File: config.mk
export PLATFORM = sky130hd
export DESIGN_NAME = bram_fifo_ctrl
export DESIGN_NICKNAME = d
export VERILOG_FILES = /design/src/rtl/bram_fifo_ctrl.sv
export SDC_FILE = /design/constraint.sdc
export NUM_CORES = 1
export LEC_CHECK = 0
export BUFFER_PORTS_ARGS = -buffer_cell sky130_fd_sc_hd__buf_4
export CAP_MARGIN = 20
export CORE_MARGIN = 2
export CORE_UTILIZATION = 45
export CTS_BUF_LIST = sky130_fd_sc_hd__clkbuf_4 sky130_fd_sc_hd__clkbuf_8 sky130_fd_sc_hd__clkbuf_16
export CTS_CLUSTER_SIZE = 20
export DETAILED_ROUTE_END_ITERATION = 10
export GPL_ROUTABILITY_DRIVEN = 0
export PLACE_DENSITY = 0.73
export SLEW_MARGIN = 10
export SYNTH_ARGS = -nofsm -noshare
export SYNTH_HDL_FRONTEND = slang
export SYNTH_SLANG_ARGS = --single-unit
File: constraint.sdc
create_clock -name clk -period 3.8 [get_ports clk]
set_input_delay 0.19 -clock clk [delete_from_list [all_inputs] [get_ports clk]]
set_output_delay 0.19 -clock clk [all_outputs]
set_load 0.01 [all_outputs]
File: src/rtl/bram_fifo_ctrl.sv
// bram_fifo_ctrl: FIFO controller for a 16x8 single-port BRAM with a
// one-cycle read latency. It has a valid/ready write stream, a one-word output
// register, and a three-state read FSM that fetches the oldest word.
module bram_fifo_ctrl #(
    parameter int DATA_W = 8,
    parameter int ADDR_W = 4
) (
    input  logic              clk,
    input  logic              rst_n,
    input  logic              wr_valid,
    input  logic [DATA_W-1:0] wr_data,
    output logic              wr_ready,
    output logic              rd_valid,
    output logic [DATA_W-1:0] rd_data,
    input  logic              rd_ready,
    output logic [ADDR_W:0]   level,
    output logic              mem_cs,
    output logic              mem_we,
    output logic [ADDR_W-1:0] mem_addr,
    output logic [DATA_W-1:0] mem_din,
    input  logic [DATA_W-1:0] mem_dout
);

    localparam logic [ADDR_W:0] FULL_LEVEL = (ADDR_W + 1)'(1 << ADDR_W);

    typedef enum logic [1:0] {
        S_IDLE = 2'd0,
        S_WAIT = 2'd1,
        S_HOLD = 2'd2
    } state_t;

    state_t              state_q, state_d;
    logic [ADDR_W-1:0]   wr_ptr_q, wr_ptr_d;
    logic [ADDR_W-1:0]   rd_ptr_q, rd_ptr_d;
    logic [ADDR_W:0]     level_q, level_d;
    logic [DATA_W-1:0]   rd_data_q, rd_data_d;
    logic                fetch;
    logic                wr_fire;

    // Arbitration, BRAM port drive and next-state logic. A pending fetch in
    // S_IDLE always owns the port, so a write never coincides with a fetch.
    always_comb begin
        fetch    = rst_n && (state_q == S_IDLE) && (level_q != '0);
        wr_ready = rst_n && (level_q < FULL_LEVEL)
                   && !((state_q == S_IDLE) && (level_q != '0));
        wr_fire  = wr_valid && wr_ready;

        mem_cs   = fetch || wr_fire;
        mem_we   = wr_fire;
        mem_addr = fetch ? rd_ptr_q : wr_ptr_q;
        mem_din  = wr_data;

        state_d   = state_q;
        wr_ptr_d  = wr_ptr_q;
        rd_ptr_d  = rd_ptr_q;
        level_d   = level_q;
        rd_data_d = rd_data_q;

        case (state_q)
            S_IDLE: begin
                if (fetch) begin
                    rd_ptr_d = rd_ptr_q + 1'b1;
                    state_d  = S_WAIT;
                end
            end
            S_WAIT: begin
                rd_data_d = mem_dout;
                state_d   = S_HOLD;
            end
            S_HOLD: begin
                if (rd_ready) begin
                    state_d = S_IDLE;
                end
            end
            default: state_d = S_IDLE;
        endcase

        if (fetch) begin
            level_d = level_q - 1'b1;
        end else if (wr_fire) begin
            wr_ptr_d = wr_ptr_q + 1'b1;
            level_d  = level_q + 1'b1;
        end

        rd_valid = (state_q == S_HOLD);
        rd_data  = rd_data_q;
        level    = level_q;
    end

    // State registers; reset discards any in-flight fetch and the output word.
    always_ff @(posedge clk) begin
        if (!rst_n) begin
            state_q   <= S_IDLE;
            wr_ptr_q  <= '0;
            rd_ptr_q  <= '0;
            level_q   <= '0;
            rd_data_q <= '0;
        end else begin
            state_q   <= state_d;
            wr_ptr_q  <= wr_ptr_d;
            rd_ptr_q  <= rd_ptr_d;
            level_q   <= level_d;
            rd_data_q <= rd_data_d;
        end
    end

endmodule

# Word level (Yosys, flattened, before mapping)
# Cells that the tools add are included.
[totals]
register_bits = 23
inputBits = 20
output_inout_bits = 29
[classes]
bitwise = 1
order_cmp = 1
muxes = 6
n_addsub = 4
n_eq_ne = 4
n_reduce_logical = 14
[op_table]
columns = ["op", "count"]
rows = [
  ["5-bit 2-to-1 mux", 2],
  ["4-bit by 1-bit adder with 4-bit output (second input constant)", 2],
  ["1-bit logical AND", 6],
  ["2-bit one-hot mux with 3 select lines", 1],
  ["2-bit AND reduction", 3],
  ["5-bit by 1-bit adder with 5-bit output (second input constant)", 1],
  ["5-bit less-than comparator (second input constant)", 1],
  ["5-bit nonzero test", 1],
  ["5-bit by 1-bit subtractor with 5-bit output (second input constant)", 1],
  ["2-bit 2-to-1 mux", 2],
  ["4-bit 2-to-1 mux", 1],
  ["2-bit by 1-bit equality test with 1-bit output (second input constant)", 1],
  ["2-bit equality test (second input constant)", 1],
  ["2-bit zero test", 1],
  ["2-bit by 1-bit inequality test with 1-bit output (second input constant)", 1],
  ["2-bit inequality test (second input constant)", 1],
  ["2-bit nonzero test", 1],
  ["1-bit zero test", 1],
  ["1-bit logical OR", 1],
  ["1-bit inverter", 1],
]

# Logic depth before layout (Yosys ltp)
# Gate-level depths: netlist of the first run.
[depth]
ltp_word = 7
depth_mapped = 10

# Least setup slack after synthesis of the first run
# OpenSTA, ideal clock, no wires.
[synth_timing]
kind = "reg2reg"
from = "reg level_q[1], in the netlist level[1]"
to = "reg level_q[4], in the netlist level[4]"
stages_incl_launch_ff = 11
setup_time_ns = 0.139
arrival_time_ns = 2.502
required_time_ns = 3.661
slack_ns = 1.159
path_buffers = 2
path_cell_list = "dfxtp_1 buf_6 or4_4 buf_6 o21ai_2 xnor2_1 ha_1 o31a_1 nor4_1 mux2i_1 o32ai_1"
[synth_between]
elab_chain_cells = 6
elab_cells_between_ends = 13
classes_between = "add/sub: 2; order compare: 1; mux: 2; reduce/logical: 8"
[synth_rtl]
columns = ["item", "line", "source"]
rows = [
  ["start: declaration", "35", "logic [ADDR_W:0] level_q, level_d;"],
  ["start signal: assignment", "102", "level_q <= level_d;"],
  ["parallel branches: the longest is 6 deep, another holds 5-bit less-than comparator", "-", ""],
]
# Parallel ways; which one is timed is not known. The select of a mux whose other input is x is not followed.
# A chain may end at the register's enable or synchronous reset.

# Final worst setup path of the first run
[layout_timing]
from = "reg level_q[0], in the netlist level[0]"
to = "reg level_q[4], in the netlist level[4]"
# Same word-level chain as after synthesis.

==> impl_metrics.env, run 1 <==
export IMPL_gr_usage_all_layers=0.157
export IMPL_worstPathCellList="or4_4 -> o21ai_2 -> xnor2_1 -> ha_1 -> o31a_1 -> nor4_1 -> mux2i_1 -> o32ai_1"
export IMPL_fin_crit_sh=0.730
export IMPL_synth_seq_cells=23
export IMPL_synth_area_per_cell_um2=8.67
export IMPL_reg2regPathDepth=8
export IMPL_buffer_cell_driving_the_clock_tree_root="sky130_fd_sc_hd__clkbuf_4"
export IMPL_final_hold_violation_count=0
export IMPL_cts_max_path_buffers=2
export IMPL_timing_max_cap_violations=0
export IMPL_area_growth_synth_to_final_pct=15.9
export IMPL_tightest_slew_ps=731
export IMPL_shortest_clock_period_the_worst_path_allows_after_layout_ps=2770
export IMPL_unrepaired_setup_endpoints_after_global_routing="false"
export IMPL_die_width_um=56.1
export IMPL_worstReg2RegStart="level[0]"
export IMPL_async_flop_share=0
export IMPL_seq_area_frac_synth=0.377
export IMPL_peakVddDrop_mv=0.307
export IMPL_leakage_nw=0.600
export IMPL_synth_cell_type_count=40
export IMPL_coreArea_um2=2520
export IMPL_routed_via_density=5.51
export IMPL_final_setup_tns_ps=0
export IMPL_via_count_of_the_first_global_routing_pass=941
export IMPL_slowest_delay_ps=640
export IMPL_fin_total_pwr_mw=0.909
export IMPL_timing_max_transition_violations_final=0
export IMPL_cp_start_kind="register"
export IMPL_hpwlAfterDp_um=1800
export IMPL_post_cts_hold_buffer_count=0
export IMPL_floorplan_die_area_um2=3150
export IMPL_synth_area_top_cells="sky130_fd_sc_hd__dfxtp_1, sky130_fd_sc_hd__nand2_1, sky130_fd_sc_hd__a21oi_1"
export IMPL_initial_utilization=0.485
export IMPL_setup_viol=0
export IMPL_cts_sinks=23
export IMPL_postSynth_topFlopCell="sky130_fd_sc_hd__dfxtp_1"
export IMPL_grt_max_degree=26
export IMPL_slew_hr=0.512
export IMPL_syn_num_nets=164
export IMPL_final_net_count=184
export IMPL_ys_warn_count=0
export IMPL_hold_worst_slack_ps=113
export IMPL_final_design_area_no_fill_um2=1420
export IMPL_placement_io_buffers=32
export IMPL_critical_path_cell_count=8
export IMPL_critical_path_class="register to register"
export IMPL_drt_pass1_iter_count=4
export IMPL_cts_reportedPaths_clkPinSlew_ps=140
export IMPL_worst_ep_required_time_ps=3980
export IMPL_cp_end_kind="register"
export IMPL_critPathBufInv=0
export IMPL_skew_ps=9.15
export IMPL_number_of_enable_type_register_cells_in_the_synthesized_netlist=0
export IMPL_timing_critical_path_fanout_max=9
export IMPL_critical_path_endpoint="level[4]"
export IMPL_clk_insertion_delay_late_ps=310
export IMPL_global_route_overflow_total=0
export IMPL_pin_count=49
export IMPL_rows=18
export IMPL_placed_area_um2=1390
export IMPL_antenna_violating_nets_post_route=0
export IMPL_cts_tree="done"
export IMPL_antenna_diode_count=0
export IMPL_wire_per_inst_um=13.1
export IMPL_die_height_um=56.1
export IMPL_postcts_resize_cnt=0
export IMPL_worstHoldPathType="primary input to register"
export IMPL_vias=1046
export IMPL_post_synth_top_area_cell="sky130_fd_sc_hd__dfxtp_1"
export IMPL_synth_top_cell_area_share=0.377
export IMPL_final_layout_size_suffix_gt1_frac=0.288
export IMPL_regToRegEndpoint="level[4]"
export IMPL_cts_buffers_inserted=3
export IMPL_reg2reg_setup_slack_ps=1030
export IMPL_post_synth_inst_count=141
export IMPL_htree_levels=1
export IMPL_postRouteWirelength_um=2490
export IMPL_remaining_drc_errors=0
export IMPL_crit_path_top_delay_cell="sky130_fd_sc_hd__or4_4"
export IMPL_fmax_ghz=0.361
export IMPL_cp_top_family="simple AND/OR/NAND/NOR gates"
export IMPL_setup_worst_path_start="level[0]"
export IMPL_yosys_top_cells_count="sky130_fd_sc_hd__dfxtp_1, sky130_fd_sc_hd__nand2_1, sky130_fd_sc_hd__a21oi_1, sky130_fd_sc_hd__nor2_1, sky130_fd_sc_hd__buf_4"
export IMPL_data_arrival_critical_path_ps=2950
export IMPL_status="complete, no violations"
export IMPL_drt_iter0_markers=21
export IMPL_power_density_cell_area_nw_per_um2=642
export IMPL_cts_setup_buffers=0
export IMPL_mappedNetlistArea_um2=1220
export IMPL_antenna_found_initial=0
export IMPL_grt_pass1_wl_um=4110
-- worst min-delay path by stage --
| stage | start | end | slack (ps) | cells after the start |
|---|---|---|---|---|
| after floorplan | mem_dout[0] | rd_data[0] | 330 | 2 |
| after CTS | mem_dout[5] | rd_data[5] | 110 | 3 |
| final | mem_dout[5] | rd_data[5] | 110 | 3 |
| after detailed placement | wr_data[7] | mem_din[7] | 380 | 0 |
| after global routing | mem_dout[4] | rd_data[4] | 110 | 3 |
| after global placement | wr_data[7] | mem_din[7] | 380 | 0 |
-- metal layers --
| layer | global-route usage | routed length (um) | vias to the layer above |
|---|---|---|---|
| met3 | 0.0256 | 112 | 2 |
| met1 | 0.200 | 1140 | 501 |
| met4 | 0.0306 | 15 | 0 |
| met2 | 0.279 | 1220 | 22 |
| met5 | 0 | 0 | - |
| li1 | - | - | 521 |
-- registers in the layout (all words and copies together), names as in the netlist --
name / flops
rd_data: 8
state_q: 2
level: 5
wr_ptr_q: 4
rd_ptr_q: 4
-- where the power goes --
part | switching (mW) | leakage (nW) | internal [mW]
clock | 0.0770 | 0.0177 | 0.0393
sequential | 0.0733 | 0.187 | 0.291
combinational | 0.222 | 0.395 | 0.206
total | 0.372 | 0.600 | 0.536
-- through the flow --
step	util	std cells	worst slack, ps
final	0.562	190	1030
after global routing	0.562	190	817
after CTS	0.562	190	1020
after detailed placement	0.551	186	1050
after global placement	0.551	186	1110
after floorplan	-	141	1160
-- kinds of logic after synthesis --
kind of cell               share of synthesized area
buffers and inverters                          0.100
muxes                                         0.0860
xor gates and xnor gates                      0.0287
DFF                                            0.377
adders and majority gates                     0.0307
AOI/OAI and AO/OA                              0.173
and+or+nand+nor                                0.205
-- worst register-to-register path: stages (launching register included) --
cell                      delay, ps
sky130_fd_sc_hd__dfxtp_1        400
sky130_fd_sc_hd__or4_4          640
sky130_fd_sc_hd__o21ai_2        400
sky130_fd_sc_hd__xnor2_1        120
sky130_fd_sc_hd__ha_1           250
sky130_fd_sc_hd__o31a_1         250
sky130_fd_sc_hd__nor4_1         250
sky130_fd_sc_hd__mux2i_1        230
sky130_fd_sc_hd__o32ai_1        100
-- area by class of cell --
class	count	area, um2
inverter	3	11.3
clock buffer	3	22.5
fill	254	1110
multi-input combinational	98	639
tap	30	37.5
clock inverter	1	5.00
timing repair buffer	32	240
sequential	23	460
-- cell usage in the layout (no fill, tap or decap) --
cell / count
sky130_fd_sc_hd__xor2_1: 2
sky130_fd_sc_hd__nor3_1: 2
sky130_fd_sc_hd__a21oi_1: 12
sky130_fd_sc_hd__nand3_1: 3
sky130_fd_sc_hd__nand4_1: 2
sky130_fd_sc_hd__inv_1: 3
sky130_fd_sc_hd__nor2_1: 9
sky130_fd_sc_hd__nand2_1: 23
sky130_fd_sc_hd__a221oi_1: 1
sky130_fd_sc_hd__dfxtp_1: 23
sky130_fd_sc_hd__or3b_2: 1
sky130_fd_sc_hd__ha_1: 3
sky130_fd_sc_hd__nand3b_1: 2
sky130_fd_sc_hd__o21a_1: 2
sky130_fd_sc_hd__nand2b_1: 2
sky130_fd_sc_hd__mux2_2: 4
sky130_fd_sc_hd__a311oi_1: 1
sky130_fd_sc_hd__or3_1: 1
sky130_fd_sc_hd__buf_4: 32
sky130_fd_sc_hd__nor2b_1: 2
sky130_fd_sc_hd__a22oi_4: 1
sky130_fd_sc_hd__nor3b_1: 1
sky130_fd_sc_hd__xnor2_1: 2
sky130_fd_sc_hd__o211ai_1: 2
sky130_fd_sc_hd__or4_4: 1
sky130_fd_sc_hd__nor4_1: 2
sky130_fd_sc_hd__a211o_1: 1
sky130_fd_sc_hd__a211oi_1: 1
sky130_fd_sc_hd__a211oi_4: 1
sky130_fd_sc_hd__o21ai_2: 1
sky130_fd_sc_hd__clkinv_2: 1
sky130_fd_sc_hd__mux2i_1: 6
sky130_fd_sc_hd__o32ai_1: 1
sky130_fd_sc_hd__o31a_1: 1
sky130_fd_sc_hd__clkbuf_4: 3
sky130_fd_sc_hd__or2_2: 1
sky130_fd_sc_hd__o21ai_0: 4
Power figures use the tool's default switching activity.
==> run 2: changes to the inputs <==
Settings changed: CORE_UTILIZATION 45 to 43.
Clock period 3.8 ns to 2.2 ns, I/O delays scaled along.
==> run 2 against run 1 <==
Clock power rose by 71%. First-iteration DRC count fell by 29%. Sequential cell count did not move. Via count rose by 2.8%. Worst hold slack got worse by 81 ps. Global-route usage rose by 2.9 points. Largest cell class unchanged. Critical path depth did not move. Core utilization rose by 0.37 points. Combinational power rose by 130%. Non-clock buffer count rose by 12. Setup slack got worse by 1000 ps. Highest routed layer unchanged.
==> impl_metrics.env, run 2 (synthesis results as in run 1) <==
export IMPL_final_net_count=196
export IMPL_fin_crit_sh=0.993
export IMPL_area_growth_synth_to_final_pct=26.4
export IMPL_cts_tree="done"
export IMPL_seqPwrFrac=0.324
export IMPL_skew_ps=1.40
export IMPL_placement_io_buffers=32
export IMPL_timing_critical_path_fanout_max=2
export IMPL_layout_cells_most_common="sky130_fd_sc_hd__buf_4"
export IMPL_postRouteWirelength_um=2760
export IMPL_worstHoldPathType="primary input to register"
export IMPL_hpwlAfterDp_um=2100
export IMPL_routed_via_density=5.30
export IMPL_worst_ep_required_time_ps=2370
export IMPL_cts_reportedPaths_clkPinSlew_ps=130
export IMPL_fmax_ghz=0.458
export IMPL_die_height_um=57.3
export IMPL_power_share_switching=0.402
export IMPL_hold_worst_slack_ps=31.9
export IMPL_cp_start_kind="register"
export IMPL_most_common_layout_cells="sky130_fd_sc_hd__buf_4, sky130_fd_sc_hd__nand2_1, sky130_fd_sc_hd__dfxtp_1"
export IMPL_timing_max_cap_violations=0
export IMPL_slew_hr=0.493
export IMPL_wire_per_inst_um=13.6
export IMPL_critical_path_class="register to register"
export IMPL_setup_worst_path_start="level[2]"
export IMPL_remaining_drc_errors=0
export IMPL_status="complete, no violations"
export IMPL_gr_usage_all_layers=0.186
export IMPL_coreArea_um2=2730
export IMPL_clock_power_share=0.113
export IMPL_drt_iter0_markers=15
export IMPL_post_route_util=0.565
export IMPL_cts_sinks=23
export IMPL_buffer_cell_driving_the_clock_tree_root="sky130_fd_sc_hd__clkbuf_4"
export IMPL_cell_internal_pwr_mw=1.05
export IMPL_place_inst=199
export IMPL_post_cts_hold_buffer_count=0
export IMPL_unrepaired_setup_endpoints_after_global_routing="true"
export IMPL_peakVddDrop_mv=0.660
export IMPL_shortest_clock_period_the_worst_path_allows_after_layout_ps=2180
export IMPL_setup_viol=0
export IMPL_largest_register_ffs=8
export IMPL_worstReg2RegStart="level[2]"
export IMPL_number_of_cells_in_the_finished_layout_apart_from_fillers=203
export IMPL_htree_levels=1
export IMPL_vias=1075
export IMPL_data_arrival_critical_path_ps=2360
export IMPL_tightest_slew_ps=760
export IMPL_die_width_um=57.3
export IMPL_final_setup_tns_ps=0
export IMPL_fin_total_pwr_mw=1.76
export IMPL_antenna_found_initial=0
export IMPL_antenna_diode_count=0
export IMPL_grt_pass1_wl_um=5000
export IMPL_global_route_overflow_total=0
export IMPL_hold_path_startpoint="mem_dout[5]"
export IMPL_clk_insertion_delay_late_ps=310
export IMPL_leakage_nw=0.667
export IMPL_via_count_of_the_first_global_routing_pass=1141
export IMPL_power_density_cell_area_nw_per_um2=1140
export IMPL_pin_count=49
export IMPL_final_layout_size_suffix_gt1_frac=0.378
export IMPL_timing_max_transition_violations_final=0
export IMPL_rows=19
export IMPL_final_hold_violation_count=0
export IMPL_cp_end_kind="register"
export IMPL_share_comb_of_total_power=0.563
export IMPL_antenna_violating_nets_post_route=0
export IMPL_p_switching_mw=0.705
export IMPL_grt_max_degree=26
export IMPL_cts_max_path_buffers=2
export IMPL_initial_utilization=0.447
export IMPL_cts_buffers_inserted=3
export IMPL_floorplan_die_area_um2=3290
export IMPL_drt_pass1_iter_count=4
[run 2: cell type report]
| type | instances | area (um2) |
|---|---|---|
| Tap cell | 31 | 38.8 |
| Inverter | 3 | 11.3 |
| Sequential cell | 23 | 464 |
| Clock inverter | 1 | 5.00 |
| Timing Repair Buffer | 44 | 334 |
| Clock buffer | 3 | 22.5 |
| Fill cell | 269 | 1190 |
| Multi-Input combinational cell | 98 | 669 |
[run 2: critical path: stages (launching register included)]
cell,delay (ps)
sky130_fd_sc_hd__dfxtp_2,340
sky130_fd_sc_hd__or4_4,560
sky130_fd_sc_hd__o21ai_4,150
sky130_fd_sc_hd__xnor2_1,90
sky130_fd_sc_hd__ha_2,190
sky130_fd_sc_hd__o31a_1,240
sky130_fd_sc_hd__nor4_2,170
sky130_fd_sc_hd__mux2i_1,210
sky130_fd_sc_hd__o32ai_1,100
[run 2: per-stage QoR]
step	cell area, um2	setup slack (ps)
4_1_cts	1530	7.98
6_report	1550	16.5
3_3_place_gp	1510	74.8
5_1_grt	1550	-71.0
3_5_place_dp	1510	22.7
2_1_floorplan	1260	-273
[run 2: power groups by stage]
stage	logic [mW]	registers, mW	clock network (mW)
floorplan	0.646	0.609	0
global placement	0.946	0.573	0
detailed placement	0.978	0.579	0
CTS	0.981	0.569	0.203
global route	1.09	0.581	0.221
finish	0.990	0.569	0.198
[run 2: timing repair]
item                       4_1_cts  5_1_grt
setup endpoints to repair        0        6
buffers inserted                 0        1
resized for setup                0        4
[run 2: final timing paths]
check | depth (start not counted) | slack, ps | end
setup / recovery | 8 | 20 | level[4]
hold / removal | 3 | 30 | rd_data[5]
setup reg to reg | 8 | 20 | level[4]
hold reg to reg | 2 | 470 | rd_data[4]
[run 2: routing by layer]
metal  global-route usage  routed length, um  vias up
met5                    0                  0        -
met4               0.0332                 19        0
met3               0.0431                123        2
met2                0.335               1470       23
met1                0.229               1150      509
li1                     -                  -      541
==> run 3: changes to the inputs <==
Settings changed: PLACE_DENSITY 0.73 to 0.72.
==> run 3 against run 2 <==
Power is 0.61% lower. Largest cell class unchanged. Largest power group unchanged. Sequential share of layout area grew 0.17 points. First-iteration DRC count increased by 13%. Clock-buffer cell count unchanged.
==> impl_metrics.env, run 3 (synthesis results as in run 1) <==
export IMPL_coreArea_um2=2730
export IMPL_data_arrival_critical_path_ps=2370
export IMPL_timing_critical_path_fanout_max=2
export IMPL_remaining_drc_errors=0
export IMPL_cp_start_kind="register"
export IMPL_final_net_count=196
export IMPL_cts_tree="done"
export IMPL_drt_iter0_markers=17
export IMPL_unrepaired_setup_endpoints_after_global_routing="true"
export IMPL_grt_pass1_wl_um=4520
export IMPL_area_growth_synth_to_final_pct=25.7
export IMPL_critical_path_class="register to register"
export IMPL_layout_cells_most_common="sky130_fd_sc_hd__buf_4"
export IMPL_number_of_cells_in_the_finished_layout_apart_from_fillers=203
export IMPL_pin_count=49
export IMPL_worst_ep_required_time_ps=2390
export IMPL_final_layout_size_suffix_gt1_frac=0.378
export IMPL_hpwlAfterDp_um=2020
export IMPL_combined_area_of_the_multi_input_logic_cells_um2=664
export IMPL_hold_path_startpoint="mem_dout[4]"
export IMPL_sequential_cell_area_um2=464
export IMPL_grt_max_degree=26
export IMPL_peakVddDrop_mv=0.691
export IMPL_filler_cell_count=236
export IMPL_global_route_overflow_total=0
export IMPL_place_inst=199
export IMPL_die_width_um=57.3
export IMPL_final_hold_violation_count=0
export IMPL_slew_hr=0.491
export IMPL_largest_register_ffs=8
export IMPL_buffer_cell_driving_the_clock_tree_root="sky130_fd_sc_hd__clkbuf_4"
export IMPL_drt_pass1_iter_count=4
export IMPL_setup_viol=0
export IMPL_whs_path_depth=3
export IMPL_fmax_ghz=0.457
export IMPL_reg2regPathDepth=8
export IMPL_cp_end_kind="register"
export IMPL_status="complete, no violations"
export IMPL_timing_max_cap_violations=0
export IMPL_final_setup_tns_ps=0
export IMPL_skew_ps=0.694
export IMPL_tightest_slew_ps=762
export IMPL_cts_reportedPaths_clkPinSlew_ps=130
export IMPL_rows=19
export IMPL_wire_per_inst_um=13.3
export IMPL_clk_insertion_delay_late_ps=320
export IMPL_die_height_um=57.3
export IMPL_leakage_nw=0.665
export IMPL_reg2reg_setup_slack_ps=10
export IMPL_placement_io_buffers=32
export IMPL_floorplan_die_area_um2=3290
export IMPL_cts_setup_buffers=0
export IMPL_via_count_of_the_first_global_routing_pass=1054
export IMPL_cts_sinks=23
export IMPL_worstReg2RegStart="level[0]"
export IMPL_antenna_violating_nets_post_route=0
export IMPL_initial_utilization=0.447
export IMPL_worstHoldPathType="primary input to register"
export IMPL_routed_via_density=5.30
export IMPL_shortest_clock_period_the_worst_path_allows_after_layout_ps=2190
export IMPL_postRouteWirelength_um=2710
export IMPL_min_to="rd_data[4]"
export IMPL_antenna_found_initial=0
export IMPL_antenna_diode_count=0
export IMPL_regToRegEndpoint="level[4]"
export IMPL_timing_max_transition_violations_final=0
export IMPL_power_density_cell_area_nw_per_um2=1140
export IMPL_cts_buffers_inserted=3
export IMPL_gr_usage_all_layers=0.174
export IMPL_most_common_layout_cells="sky130_fd_sc_hd__buf_4, sky130_fd_sc_hd__nand2_1, sky130_fd_sc_hd__dfxtp_1"
export IMPL_vias=1075
export IMPL_htree_levels=1
export IMPL_fin_crit_sh=0.994
export IMPL_cts_max_path_buffers=2
## run 3: cell counts in the layout (fill, tap and decap cells not counted)
Identical to the previous run, type by type.
## run 3: worst max path at each step
stage,startpoint,slack (ps),depth (start not counted),endpoint
floorplan,level[1],-270,10,level[4]
global placement,level[0],70,8,level[4]
finish,level[0],10,8,level[4]
CTS,level[0],20,5,mem_addr[1]
detailed placement,level[0],60,8,level[4]
global route,level[0],-100,8,level[4]
## run 3: worst max-delay path, stage by stage (launching register included)
cell and delay (ps):
sky130_fd_sc_hd__dfxtp_2 340, sky130_fd_sc_hd__or4_4 550, sky130_fd_sc_hd__o21ai_4 180, sky130_fd_sc_hd__xnor2_1 80, sky130_fd_sc_hd__ha_2 170, sky130_fd_sc_hd__o31a_1 240
sky130_fd_sc_hd__nor4_2 160, sky130_fd_sc_hd__mux2i_1 220, sky130_fd_sc_hd__o32ai_1 100
## run 3: area by class of cell
cell class              instances  area share
repair buffers                 44       0.215
clock buffers                   3      0.0147
multi-input cells              98       0.432
flip-flops and latches         23       0.302
clock inverters                 1     0.00326
inverters                       3     0.00733
well taps                      31      0.0252
## run 3: where the power goes
part | total (mW) | switching, mW | internal [mW]
sequential | 0.571 | 0.0641 | 0.506
clock | 0.205 | 0.137 | 0.0682
combinational | 0.970 | 0.500 | 0.470
total | 1.75 | 0.702 | 1.04
## run 3: metal layers
metal / GRT usage / up-vias / share of wire
met1: 0.205 / 507 / 0.43
li1: - / 546 / -
met4: 0.0698 / 0 / 0.013
met2: 0.315 / 18 / 0.52
met3: 0.0249 / 4 / 0.030
met5: 0 / - / 0
## run 3: repair_timing
action,CTS,global route
setup endpoints to repair,0,6
resized for setup,0,2
hold buffers,0,0
## run 3: through the flow
stage	hold slack, ps	cell area (um2)	worst slack, ps	power [mW]	utilization
2_1_floorplan	246	1260	-273	1.25	-
3_3_place_gp	220	1510	67.1	1.52	0.551
3_5_place_dp	220	1510	57.5	1.54	0.551
4_1_cts	19.0	1530	15.9	1.75	0.561
5_1_grt	22.0	1540	-99.8	1.87	0.562
6_report	24.3	1540	13.3	1.75	0.562
